**config.mk**
```make
export PLATFORM = sky130hd
export DESIGN_NAME = reg_display_ctrl
export DESIGN_NICKNAME = d
export VERILOG_FILES = /design/src/rtl/reg_display_pkg.sv /design/src/rtl/bcd_dabble_unit.sv /design/src/rtl/reg_display_ctrl.sv
export SDC_FILE = /design/constraint.sdc
export NUM_CORES = 1
export LEC_CHECK = 0
export ABC_AREA = 1
export CORE_AREA = 3 3 121 123
export CTS_CLUSTER_SIZE = 14
export DETAILED_ROUTE_END_ITERATION = 10
export DIE_AREA = 0 0 124 126
export GPL_TIMING_DRIVEN = 0
export PLACE_DENSITY = 0.84
export SLEW_MARGIN = 20
export SYNTH_ARGS = -nofsm -noshare
export SYNTH_HDL_FRONTEND = slang
export SYNTH_SLANG_ARGS = --single-unit
export TNS_END_PERCENT = 1
```
**constraint.sdc**
```tcl
create_clock -name clk -period 1.9 [get_ports clk]
set_input_delay 0.38 -clock clk [delete_from_list [all_inputs] [get_ports clk]]
set_output_delay 0.38 -clock clk [all_outputs]
set_load 0.005 [all_outputs]
```
**src/rtl/reg_display_pkg.sv**
```systemverilog
// rtl/reg_display_pkg.sv - shared types, constants and segment decode for reg_display_ctrl
package reg_display_pkg;

  typedef enum logic [2:0] {
    ST_IDLE,
    ST_CAPTURE,
    ST_CONV_A,
    ST_CONV_B,
    ST_UPDATE
  } state_t;

  localparam int OVF_LIMIT  = 100;
  localparam int CONV_STEPS = 7;

  localparam logic [6:0] SEG_DASH  = 7'b0111111;
  localparam logic [6:0] SEG_BLANK = 7'b1111111;
  localparam logic [6:0] SEG_DIGIT [0:9] = '{
    7'b1000000, 7'b1111001, 7'b0100100, 7'b0110000, 7'b0011001,
    7'b0010010, 7'b0000010, 7'b1111000, 7'b0000000, 7'b0010000
  };

  // Non-decimal nibbles cannot occur for in-range values; blank them defensively.
  function automatic logic [6:0] seg_decode(input logic [3:0] digit);
    if (digit <= 4'd9) return SEG_DIGIT[digit];
    return SEG_BLANK;
  endfunction

  function automatic logic [6:0] seg_tens(input logic ovf, input logic [3:0] tens,
                                          input logic blank_zero);
    if (ovf) return SEG_DASH;
    if (blank_zero && tens == 4'd0) return SEG_BLANK;
    return seg_decode(tens);
  endfunction

  function automatic logic [6:0] seg_units(input logic ovf, input logic [3:0] units);
    if (ovf) return SEG_DASH;
    return seg_decode(units);
  endfunction

endpackage

```
**src/rtl/bcd_dabble_unit.sv**
```systemverilog
// rtl/bcd_dabble_unit.sv - iterative 7-bit binary to two-digit BCD converter
module bcd_dabble_unit
  import reg_display_pkg::*;
(
  input  logic       clk,
  input  logic       rst,
  input  logic       load,
  input  logic [6:0] value,
  input  logic       step,
  output logic       done,
  output logic [3:0] tens,
  output logic [3:0] units
);

  logic [14:0] shreg;
  logic [14:0] adj;
  logic [14:0] nxt;
  logic [2:0]  cnt;

  always_comb begin
    adj = shreg;
    if (shreg[14:11] >= 4'd5) adj[14:11] = shreg[14:11] + 4'd3;
    if (shreg[10:7]  >= 4'd5) adj[10:7]  = shreg[10:7]  + 4'd3;
    nxt = adj << 1;
  end

  // Digits are taken from the post-step value so the caller can latch them on the final step edge.
  assign tens  = nxt[14:11];
  assign units = nxt[10:7];
  assign done  = step && (cnt == 3'(CONV_STEPS - 1));

  always_ff @(posedge clk) begin
    if (rst) begin
      shreg <= '0;
      cnt   <= '0;
    end else if (load) begin
      shreg <= {8'd0, value};
      cnt   <= '0;
    end else if (step) begin
      shreg <= nxt;
      cnt   <= cnt + 3'd1;
    end
  end

endmodule

```
**src/rtl/reg_display_ctrl.sv**
```systemverilog
// rtl/reg_display_ctrl.sv - periodic two-channel register snapshot to seven-segment display
module reg_display_ctrl
  import reg_display_pkg::*;
#(
  parameter int DATA_WIDTH     = 32,
  parameter int REFRESH_CYCLES = 500000,
  parameter int BLANK_LEADING  = 1
) (
  input  logic                  clk,
  input  logic                  rst,
  input  logic [DATA_WIDTH-1:0] rf_a_val,
  input  logic [DATA_WIDTH-1:0] rf_b_val,
  input  logic                  force_update,
  output logic [6:0]            hex7,
  output logic [6:0]            hex6,
  output logic [6:0]            hex5,
  output logic [6:0]            hex4,
  output logic                  a_ovf,
  output logic                  b_ovf,
  output logic                  busy,
  output logic                  update_done
);

  localparam int CNT_W = $clog2(REFRESH_CYCLES);

  logic [CNT_W-1:0]      refresh_cnt;
  logic                  tick;
  state_t                state;
  logic [DATA_WIDTH-1:0] snap_a, snap_b;
  logic                  ovf_a_q, ovf_b_q;
  logic [3:0]            a_tens, a_units, b_tens, b_units;

  logic       conv_load, conv_step, conv_done;
  logic [6:0] conv_value;
  logic [3:0] conv_tens, conv_units;

  assign tick = (refresh_cnt == CNT_W'(REFRESH_CYCLES - 1));

  always_ff @(posedge clk) begin
    if (rst || tick) refresh_cnt <= '0;
    else             refresh_cnt <= refresh_cnt + 1'b1;
  end

  // The converter is reloaded with channel B on the same edge that finishes channel A.
  assign conv_step  = (state == ST_CONV_A) || (state == ST_CONV_B);
  assign conv_load  = (state == ST_CAPTURE) || ((state == ST_CONV_A) && conv_done);
  assign conv_value = (state == ST_CAPTURE) ? snap_a[6:0] : snap_b[6:0];

  bcd_dabble_unit u_dabble (
    .clk   (clk),
    .rst   (rst),
    .load  (conv_load),
    .value (conv_value),
    .step  (conv_step),
    .done  (conv_done),
    .tens  (conv_tens),
    .units (conv_units)
  );

  always_ff @(posedge clk) begin
    if (rst) begin
      state       <= ST_IDLE;
      snap_a      <= '0;
      snap_b      <= '0;
      ovf_a_q     <= 1'b0;
      ovf_b_q     <= 1'b0;
      a_tens      <= '0;
      a_units     <= '0;
      b_tens      <= '0;
      b_units     <= '0;
      hex7        <= SEG_BLANK;
      hex6        <= SEG_BLANK;
      hex5        <= SEG_BLANK;
      hex4        <= SEG_BLANK;
      a_ovf       <= 1'b0;
      b_ovf       <= 1'b0;
      busy        <= 1'b0;
      update_done <= 1'b0;
    end else begin
      update_done <= 1'b0;
      case (state)
        ST_IDLE: begin
          if (tick || force_update) begin
            snap_a <= rf_a_val;
            snap_b <= rf_b_val;
            busy   <= 1'b1;
            state  <= ST_CAPTURE;
          end
        end
        ST_CAPTURE: begin
          ovf_a_q <= (snap_a >= DATA_WIDTH'(OVF_LIMIT));
          ovf_b_q <= (snap_b >= DATA_WIDTH'(OVF_LIMIT));
          state   <= ST_CONV_A;
        end
        ST_CONV_A: begin
          if (conv_done) begin
            a_tens  <= conv_tens;
            a_units <= conv_units;
            state   <= ST_CONV_B;
          end
        end
        ST_CONV_B: begin
          if (conv_done) begin
            b_tens  <= conv_tens;
            b_units <= conv_units;
            state   <= ST_UPDATE;
          end
        end
        ST_UPDATE: begin
          hex7        <= seg_tens(ovf_a_q, a_tens, BLANK_LEADING != 0);
          hex6        <= seg_units(ovf_a_q, a_units);
          hex5        <= seg_tens(ovf_b_q, b_tens, BLANK_LEADING != 0);
          hex4        <= seg_units(ovf_b_q, b_units);
          a_ovf       <= ovf_a_q;
          b_ovf       <= ovf_b_q;
          update_done <= 1'b1;
          busy        <= 1'b0;
          state       <= ST_IDLE;
        end
        default: state <= ST_IDLE;
      endcase
    end
  end

endmodule

```
Word-level counts from Yosys, hierarchy flattened --
Memories as Yosys holds them, arrays and structs flattened. Index checks and enable logic that the tools add are counted. Widths: inputs -> output; s select.
Word-level totals: register bits 154, memories 4, word-level logic and storage cells 141, input bits 67, bits in read-only memories 448, output and inout bits 32
Memories:
- (name not given) | depth 16, width 7, rd ports 1, clocked after Yosys merged registers in 0, wr ports 0, line reg_display_pkg.sv:24 | if (digit <= 4'd9) return SEG_DIGIT[digit];
- (name not given) | depth 16, width 7, rd ports 1, clocked after Yosys merged registers in 0, wr ports 0, line reg_display_pkg.sv:24
- (name not given) | depth 16, width 7, rd ports 1, clocked after Yosys merged registers in 0, wr ports 0, line reg_display_pkg.sv:24
- (name not given) | depth 16, width 7, rd ports 1, clocked after Yosys merged registers in 0, wr ports 0, line reg_display_pkg.sv:24
Cells by class: equality and inequality tests 9, add/sub/neg operators 4, reduce and logical (&&, ||, !) cells 17, order comparisons 12, multiplexer cells 70, bitwise logic cells 4
Operators by type and width (count):
- $mux 7 | 29
- $ge 32x7->1 const B | 2
- $mux 1 | 34
- $ge 5x5->1 const B | 4
- $not 4->5 | 4
- $add 19x1->19 const B | 1
- $eq 19x19->1 const B | 1
- $le 4x4->1 const B | 4
- $mux 3 | 4
- $pmux 3 s4 | 1
- $ge 4x3->1 const B | 2
- $logic_not 4->1 | 2
- $reduce_and 2->1 | 4
- $eq 3x2->1 const B | 2
- $eq 3x3->1 const B | 2
- $ne 2x2->1 const B | 3
- $add 4x2->4 const B | 1
- $logic_or 1x1->1 | 4
- $mux 4 | 1
- $reduce_bool 2->1 | 2
- $add 3x1->3 const B | 1
- $add 3x2->3 const B | 1
- $eq 3x1->1 const B | 1
- $logic_not 3->1 | 1
- other kinds (4) | 5

Depth between registers and ports, before layout --
Gate-level depths: netlist of run 1.
depth after elaboration 13, mapped depth 11, depth with buffers taken out 11

By module --
A second synthesis of run 1 with hierarchy kept.
Second synthesis, totals: cells, all modules 1075, area, all modules 7667.4 um^2
Modules (own cells, without submodules):
- reg_display_ctrl | area each 6597.6 um^2, cells an instance 928, sequential area each 2722.6 um^2, instances 1
- bcd_dabble_unit | area each 1069.8 um^2, cells an instance 147, sequential area each 360.3 um^2, instances 1

Worst setup path before layout of run 1 --
Ideal clock, no wire load.
path type register to register, start register refresh_cnt[0], end register snap_b[10], period minus slack after synthesis 1.553 ns, cell stages (with the launch flop) 11, data arrival time 1.438 ns, required time 1.785 ns, path slack 0.347 ns, path buffers 2, library setup time 0.115 ns, cell sequence dfxtp_1 -> ha_1 -> nand3_1 -> nor2_1 -> nand3_2 -> nand2_2 -> buf_6 -> buf_6 -> nand3_1 -> nand2_1 -> nor2_1
On the way: longest elaborated chain between the ends 3
RTL lines:
- start: declaration | line reg_display_ctrl.sv:26 | logic [CNT_W-1:0] refresh_cnt;
- start signal: assignment | line reg_display_ctrl.sv:41 | else refresh_cnt <= refresh_cnt + 1'b1;
- $eq 19x19->1 | line reg_display_ctrl.sv:37 | assign tick = (refresh_cnt == CNT_W'(REFRESH_CYCLES - 1));
- $logic_or 1x1->1 | line reg_display_ctrl.sv:83 | if (tick || force_update) begin
- $reduce_and 2->1 (no source line)
- end signal: assignment | line reg_display_ctrl.sv:85 | snap_b <= rf_b_val;
- end: declaration | line reg_display_ctrl.sv:29 | logic [DATA_WIDTH-1:0] snap_a, snap_b;
Every way passes these cells. A chain may end at the register's enable or synchronous reset.

Final worst setup path of run 1 --
start register refresh_cnt[0], end register snap_a[24]
On the way: longest elaborated chain between the ends 3
RTL lines:
- $eq 19x19->1 | line reg_display_ctrl.sv:37
- $logic_or 1x1->1 | line reg_display_ctrl.sv:83
- $reduce_and 2->1 (no source line)
- end signal: assignment | line reg_display_ctrl.sv:84 | snap_a <= rf_a_val;
- end: declaration | line reg_display_ctrl.sv:29
Every way passes these cells.

==> results of run 1 <==
sequential cells by signal (all words and copies together), names as in the netlist, 3 cells and up:
signal / count
snap_a: 32
snap_b: 32
refresh_cnt: 19
u_dabble.shreg: 15
hex4: 7
hex5: 7
hex6: 7
hex7: 7
a_tens: 4
a_units: 4
b_tens: 4
b_units: 4
state: 3
u_dabble.cnt: 3
worst min-delay path, stage by stage (launching register included):
cell and delay, ns:
dfxtp_1 0.32, a21oi_1 0.06, nand2_1 0.05
stage by stage:
stage | utilization (%) | hold slack (ns) | area, sq um
global route | 67.6 | 0.489 | 9300
global placement | 63.0 | 0.448 | 8670
CTS | 67.4 | 0.463 | 9280
floorplan | - | 0.440 | 7480
detailed placement | 63.0 | 0.456 | 8670
finish | 67.6 | 0.464 | 9300
how the worst max path moves through the flow:
stage | slack (ns) | cells after the start | from | end
final | 0.17 | 10 | refresh_cnt[0]$_SDFF_PP0_ | snap_a[24]$_SDFFE_PP0P_
after global routing | 0.004 | 10 | refresh_cnt[0]$_SDFF_PP0_ | snap_b[31]$_SDFFE_PP0P_
after CTS | 0.02 | 10 | refresh_cnt[0]$_SDFF_PP0_ | snap_b[16]$_SDFFE_PP0P_
after detailed placement | 0.03 | 10 | refresh_cnt[0]$_SDFF_PP0_ | snap_a[24]$_SDFFE_PP0P_
after global placement | 0.08 | 6 | rst | state[1]$_SDFFE_PP0P_
after floorplan | 0.35 | 10 | refresh_cnt[0]$_SDFF_PP0_ | snap_b[10]$_SDFFE_PP0P_
cells in the mapped netlist (11+ instances only):
library cell / n
o21ai_0: 57
nand3_1: 92
a21oi_1: 130
dfxtp_1: 154
inv_1: 137
buf_6: 12
nand2_1: 187
ha_1: 27
o21ai_1: 11
buf_2: 20
nor2_1: 145
area by class of cell:
type	instances	share of cell area, %
sequential	154	33.1
clock inverter	5	0.874
buffer	52	3.47
timing repair buffer	97	10.4
multi-input combinational	720	38.2
inverter	142	5.74
tap	180	2.42
clock buffer	26	5.69
cell families after synthesis:
kind of cell | after synthesis | share of synthesized area (%)
simple gates | 465 | 26.7
compound gates | 220 | 15.3
buf+inv | 194 | 11.3
flops | 154 | 41.2
fa+ha+maj | 27 | 4.52
xor+xnor | 8 | 0.937
power groups by stage:
stage | logic (uW) | registers (uW) | clock network [uW]
5_1_grt | 1670 | 3700 | 3610
4_1_cts | 1460 | 3660 | 3480
2_1_floorplan | 1050 | 3690 | 0
6_report | 1460 | 3670 | 3440
3_5_place_dp | 1450 | 3730 | 0
3_3_place_gp | 1410 | 3720 | 0
what timing repair did:
action | in CTS | in global routing
gates resized for setup | 0 | 6
buffers inserted | 0 | 0
setup endpoints to repair | 0 | 74
routing by layer:
layer | vias up | track usage, % | share of wire, %
li1 | 3668 | - | -
met1 | 3075 | 28.9 | 45
met2 | 206 | 37.4 | 48
met3 | 27 | 5.52 | 5.6
met4 | 0 | 7.09 | 2.0
met5 | - | 0 | 0
==> out/summary.txt, run 1 <==
Status -> finished, final reports clean
FF/Latch Area -> 3080 sq um
FMAX -> 579 MHz
Max clock buf depth -> 2
Die area -> 15600 sq um
IR drop worst, VDD -> 0.777 mV
Global-route wire length before repair -> 28900 um
Critical-path top delay cell -> dfxtp_2
Top cells by area, synth -> dfxtp_1 (41%), nand2_1 (9.4%), a21oi_1 (8.7%)
Number of antenna violations at the first check in global routing -> 0
Initial drt markers -> 456
PortBufs -> 97
GR Overflow Total -> 0
Max-Cap Viols -> 0
Wirelength, routed -> 16800 um
Clk network pwr share -> 40.2%
Die outline height -> 126 um
HPWL after detailed placement -> 12200 um
CP required -> 2.22 ns
R2R Path Start -> refresh_cnt[0]$_SDFF_PP0_
Fill cells -> 1207
CP peak stage delay -> 0.38 ns
Pre-CTS setup slack -> 0.0330 ns
DRC violations left -> 0
Kind of critical path -> flip-flop to flip-flop
Most frequent CP cell -> nand3_2
Multi-input gate area -> 3560 sq um
CTS tree -> yes
Crit path max-delay family -> simple AND/OR/NAND/NOR gates
CP bufs+invs -> 2
Synth Warn # -> 0
Setup repair after global routing missed its margin -> false
Async S/R FF share, synth -> 0%
Syn Inst Count -> 1068
Final setup fails -> 0
Reg power frac -> 42.8%
Final clock skew -> 0.00760 ns
Top cell type's share of synthesized area -> 41.2%
Crit-path max FO -> 10
Overall Power -> 8570 uW
Most frequent cells in the layout -> nand2_1 (187), dfxtp_1 (153), nor2_1 (144), inv_1 (137), a21oi_1 (130)
Vias -> 6976
Die W -> 124 um
CP Capture Type -> flip-flop
H-tree Lvls -> 4
Switching pwr -> 2300 uW
Worst skew pair latency -> 0.43 ns
Num CTS Buffers -> 17
TritonCTS Sinks -> 154
Count of cell types in the netlist -> 39
Layout cells sized above 1 -> 7.27%
Drt via density -> 5.07
DRT Pass-1 Iters -> 5
Startpoint Class -> flip-flop
Reg-to-Reg End -> snap_a[24]$_SDFFE_PP0P_
Combinational power share -> 17.0%
Yosys top cell by area -> dfxtp_1
Final WS setup -> 0.173 ns
Max Slew Vio Count -> 0
# rows -> 43
Drt wl/cell -> 12.2 um
Hold bufs inserted after CTS -> 0
Cell Pwr Density -> 921 nW/um^2
Largest net degree at the start of global routing -> 17
Post-route ant nets -> 0
GRT Total Usage -> 22.6%
Ports -> 99
Antenna Cells -> 0
Synthesized area -> 7480 sq um
Crit path time final -> 1.73 ns
Area of the core -> 13800 sq um
Area grow syn2layout -> 24.4%
Static Leakage -> 0.00418 uW
Fin. Hold Viols -> 0
Hold Startpoint -> hex7[0]$_SDFFE_PP1P_
Mapped Avg Cell Area -> 7.00 sq um
Hold depth -> 2
Worst-margin pin slew -> 0.613 ns
Initial Util -> 54.3%
Crit path DAT -> 2.04 ns
Crit path cell chain -> ha_2 -> nand3_2 -> nor2_2 -> nand3_2 -> nand2_2 -> buf_12 -> buf_6 -> nand3_1 -> nand2_1 -> nor2_1
Cell Int Power -> 6270 uW
Final GP Congestion -> 0.887
Hold WC Path Type -> flip-flop to flip-flop
Commonest non-fill, non-tap cell in the layout -> nand2_1
# placed instances -> 1345
EDFF count, synth -> 0
Worst R2R Setup Slack -> 0.17 ns
Post-route insts no fill -> 1376
Vias in the first global route -> 6548
Switching share of power -> 26.8%
Top_reg_cell synth -> dfxtp_1
Tcrit/Tclk final -> 90.9%
Post-synthesis register bit count -> 154
Net Count, Synth -> 1162
Clk slew on worst S/H paths -> 0.06 ns
Post-route setup TNS -> 0 ns
Max-slew headroom -> 59.1%
Worst hold endpoint -> hex7[0]$_SDFFE_PP1P_
Nets -> 1278
Root Buffer -> clkbuf_16
Worst r2r path cells -> 10
Sequential-to-total area share from yosys stat -> 41.2%
(Power assumes the default switching activity.)
==> inputs of run 2 (changes only) <==
Settings changed: CORE_AREA 3 3 121 123 to 3 3 127 129, DIE_AREA 0 0 124 126 to 0 0 130 132, PLACE_DENSITY 0.84 to 0.77, SETUP_SLACK_MARGIN from default to 0.02.
==> run 2 against run 1 <==
Clock skew fell by 0.0017 ns. Hold slack got worse by 0.0015 ns. Combinational power barely moved. Sequential power barely moved. Maximum frequency fell by 1.1%. Power fell by 4.9%. Via count fell by 1.8%. Global-route usage fell by 2.6 points.
==> out/summary.txt, run 2 (synthesis results as in run 1) <==
Status -> finished, final reports clean
PortBufs -> 97
Crit path time final -> 1.75 ns
Crit path DAT -> 2.06 ns
Final clock skew -> 0.00594 ns
DRC violations left -> 0
Layout cells sized above 1 -> 6.95%
CP bufs+invs -> 2
Tcrit/Tclk final -> 92.0%
Worst setup path endpoint -> snap_a[9]$_SDFFE_PP0P_
Design area -> 9230 sq um
CP Capture Type -> flip-flop
Initial Util -> 49.4%
Final setup fails -> 0
Wirelength, routed -> 16400 um
Root Buffer -> clkbuf_16
Antenna Cells -> 0
Fin util -> 60.9%
Worst-margin pin slew -> 0.591 ns
Critical Path Stages -> 10
GR Overflow Total -> 0
Nets -> 1278
CP required -> 2.21 ns
Hold WC Path Type -> flip-flop to flip-flop
Area grow syn2layout -> 23.4%
Max Slew Vio Count -> 0
Drt wl/cell -> 11.9 um
GRT Total Usage -> 19.9%
Global-route wire length before repair -> 28400 um
DRT Pass-1 Iters -> 6
Most frequent cells in the layout -> nand2_1 (187), dfxtp_1 (153), nor2_1 (145), inv_1 (137), a21oi_1 (130)
Startpoint Class -> flip-flop
Kind of critical path -> flip-flop to flip-flop
Hold bufs inserted after CTS -> 0
Reg-to-Reg End -> snap_a[9]$_SDFFE_PP0P_
DP Area -> 8680 sq um
Area of the core -> 15100 sq um
Post-route ant nets -> 0
Max clock buf depth -> 2
Setup repair after global routing missed its margin -> true
Max-Cap Viols -> 0
Critical-path top delay cell -> dfxtp_2
Top Usage Layer GRT -> met2
# placed instances -> 1353
Cell Pwr Density -> 882 nW/um^2
Worst r2r path cells -> 10
Clk slew on worst S/H paths -> 0.06 ns
Grt met2 use -> 32.5%
Vias -> 6847
Final GP Congestion -> 0.879
Post-route insts no fill -> 1383
HPWL after detailed placement -> 12400 um
Number of antenna violations at the first check in global routing -> 0
Worst R2R Setup Slack -> 0.15 ns
Fin. Hold Viols -> 0
# rows -> 45
FMAX -> 572 MHz
Commonest non-fill, non-tap cell in the layout -> nand2_1
Worst skew pair latency -> 0.42 ns
Die W -> 130 um
CP startpoint -> refresh_cnt[0]$_SDFF_PP0_
Post-CTS Setup Bufs -> 0
Post-route setup TNS -> 0 ns
IR drop worst, VDD -> 0.755 mV
PostCTS Resize Cnt -> 0
CTS tree -> yes
Die area -> 17200 sq um
CP peak stage delay -> 0.38 ns
Top Registers -> snap_a (32), snap_b (32), refresh_cnt (19)
R2R Path Start -> refresh_cnt[0]$_SDFF_PP0_
Met3 usage -> 3.69%
Static Leakage -> 0.00414 uW
TritonCTS Sinks -> 154
Crit-path max FO -> 10
H-tree Lvls -> 4
Ports -> 99
GR Util met1 -> 26.3%
Crit path cell chain -> ha_1 -> nand3_1 -> nor2_1 -> nand3_2 -> nand2_4 -> buf_12 -> buf_6 -> nand3_1 -> nand2_1 -> nor2_1
Max-slew headroom -> 60.6%
Initial drt markers -> 438
Die outline height -> 132 um
Num CTS Buffers -> 17
Crit path max-delay family -> simple AND/OR/NAND/NOR gates
Drt via density -> 4.95
Largest net degree at the start of global routing -> 17
Vias in the first global route -> 6284
-- run 2: worst min-delay path by stage --
stage	slack (ns)	end	start	cells after the start
final	0.46	u_dabble.shreg[4]$_SDFFE_PP0P_	u_dabble.shreg[3]$_SDFFE_PP0P_	2
after global routing	0.49	hex7[1]$_SDFFE_PP1P_	hex7[1]$_SDFFE_PP1P_	2
after CTS	0.46	u_dabble.shreg[4]$_SDFFE_PP0P_	u_dabble.shreg[3]$_SDFFE_PP0P_	2
after detailed placement	0.45	u_dabble.shreg[4]$_SDFFE_PP0P_	u_dabble.shreg[3]$_SDFFE_PP0P_	2
after global placement	0.45	u_dabble.shreg[4]$_SDFFE_PP0P_	u_dabble.shreg[3]$_SDFFE_PP0P_	2
after floorplan	0.44	u_dabble.shreg[2]$_SDFFE_PP0P_	u_dabble.shreg[1]$_SDFFE_PP0P_	2
-- run 2: report_power, final --
| group | internal [uW] | total [uW] | switching (uW) |
|---|---|---|---|
| logic | 596 | 1450 | 857 |
| registers | 3500 | 3670 | 167 |
| clock network | 1780 | 3030 | 1240 |
| total | 5880 | 8140 | 2270 |
-- run 2: layout make-up --
cell class | instances | area [sq um]
fillers | 1384 | 5920
inverters | 142 | 534
flip-flops and latches | 154 | 3080
clock inverters | 7 | 43.8
clock buffers | 23 | 488
multi-input cells | 720 | 3550
repair buffers | 97 | 971
well taps | 188 | 235
plain buffers | 52 | 323
-- run 2: through the flow --
stage          setup slack (ns)  hold WS [ns]  power (uW)
5_1_grt                  0.0120         0.487        8550
2_1_floorplan             0.347         0.440        4740
6_report                  0.153         0.463        8140
3_5_place_dp             0.0570         0.453        5170
4_1_cts                  0.0256         0.460        8180
3_3_place_gp             0.0750         0.448        5130
-- run 2: routing by layer --
| layer | wire, um | share of wire [%] |
|---|---|---|
| met1 | 7760 | 47 |
| met2 | 7670 | 47 |
| met3 | 716 | 4.4 |
| met4 | 280 | 1.7 |
| met5 | 0 | 0 |
-- run 2: worst reg2reg max path, stage by stage (launching register included) --
cell     delay [ns]
dfxtp_2        0.38
ha_1           0.20
nand3_1        0.14
nor2_1         0.15
nand3_2        0.14
nand2_4        0.12
buf_12         0.15
buf_6          0.14
nand3_1        0.07
nand2_1        0.09
nor2_1         0.06
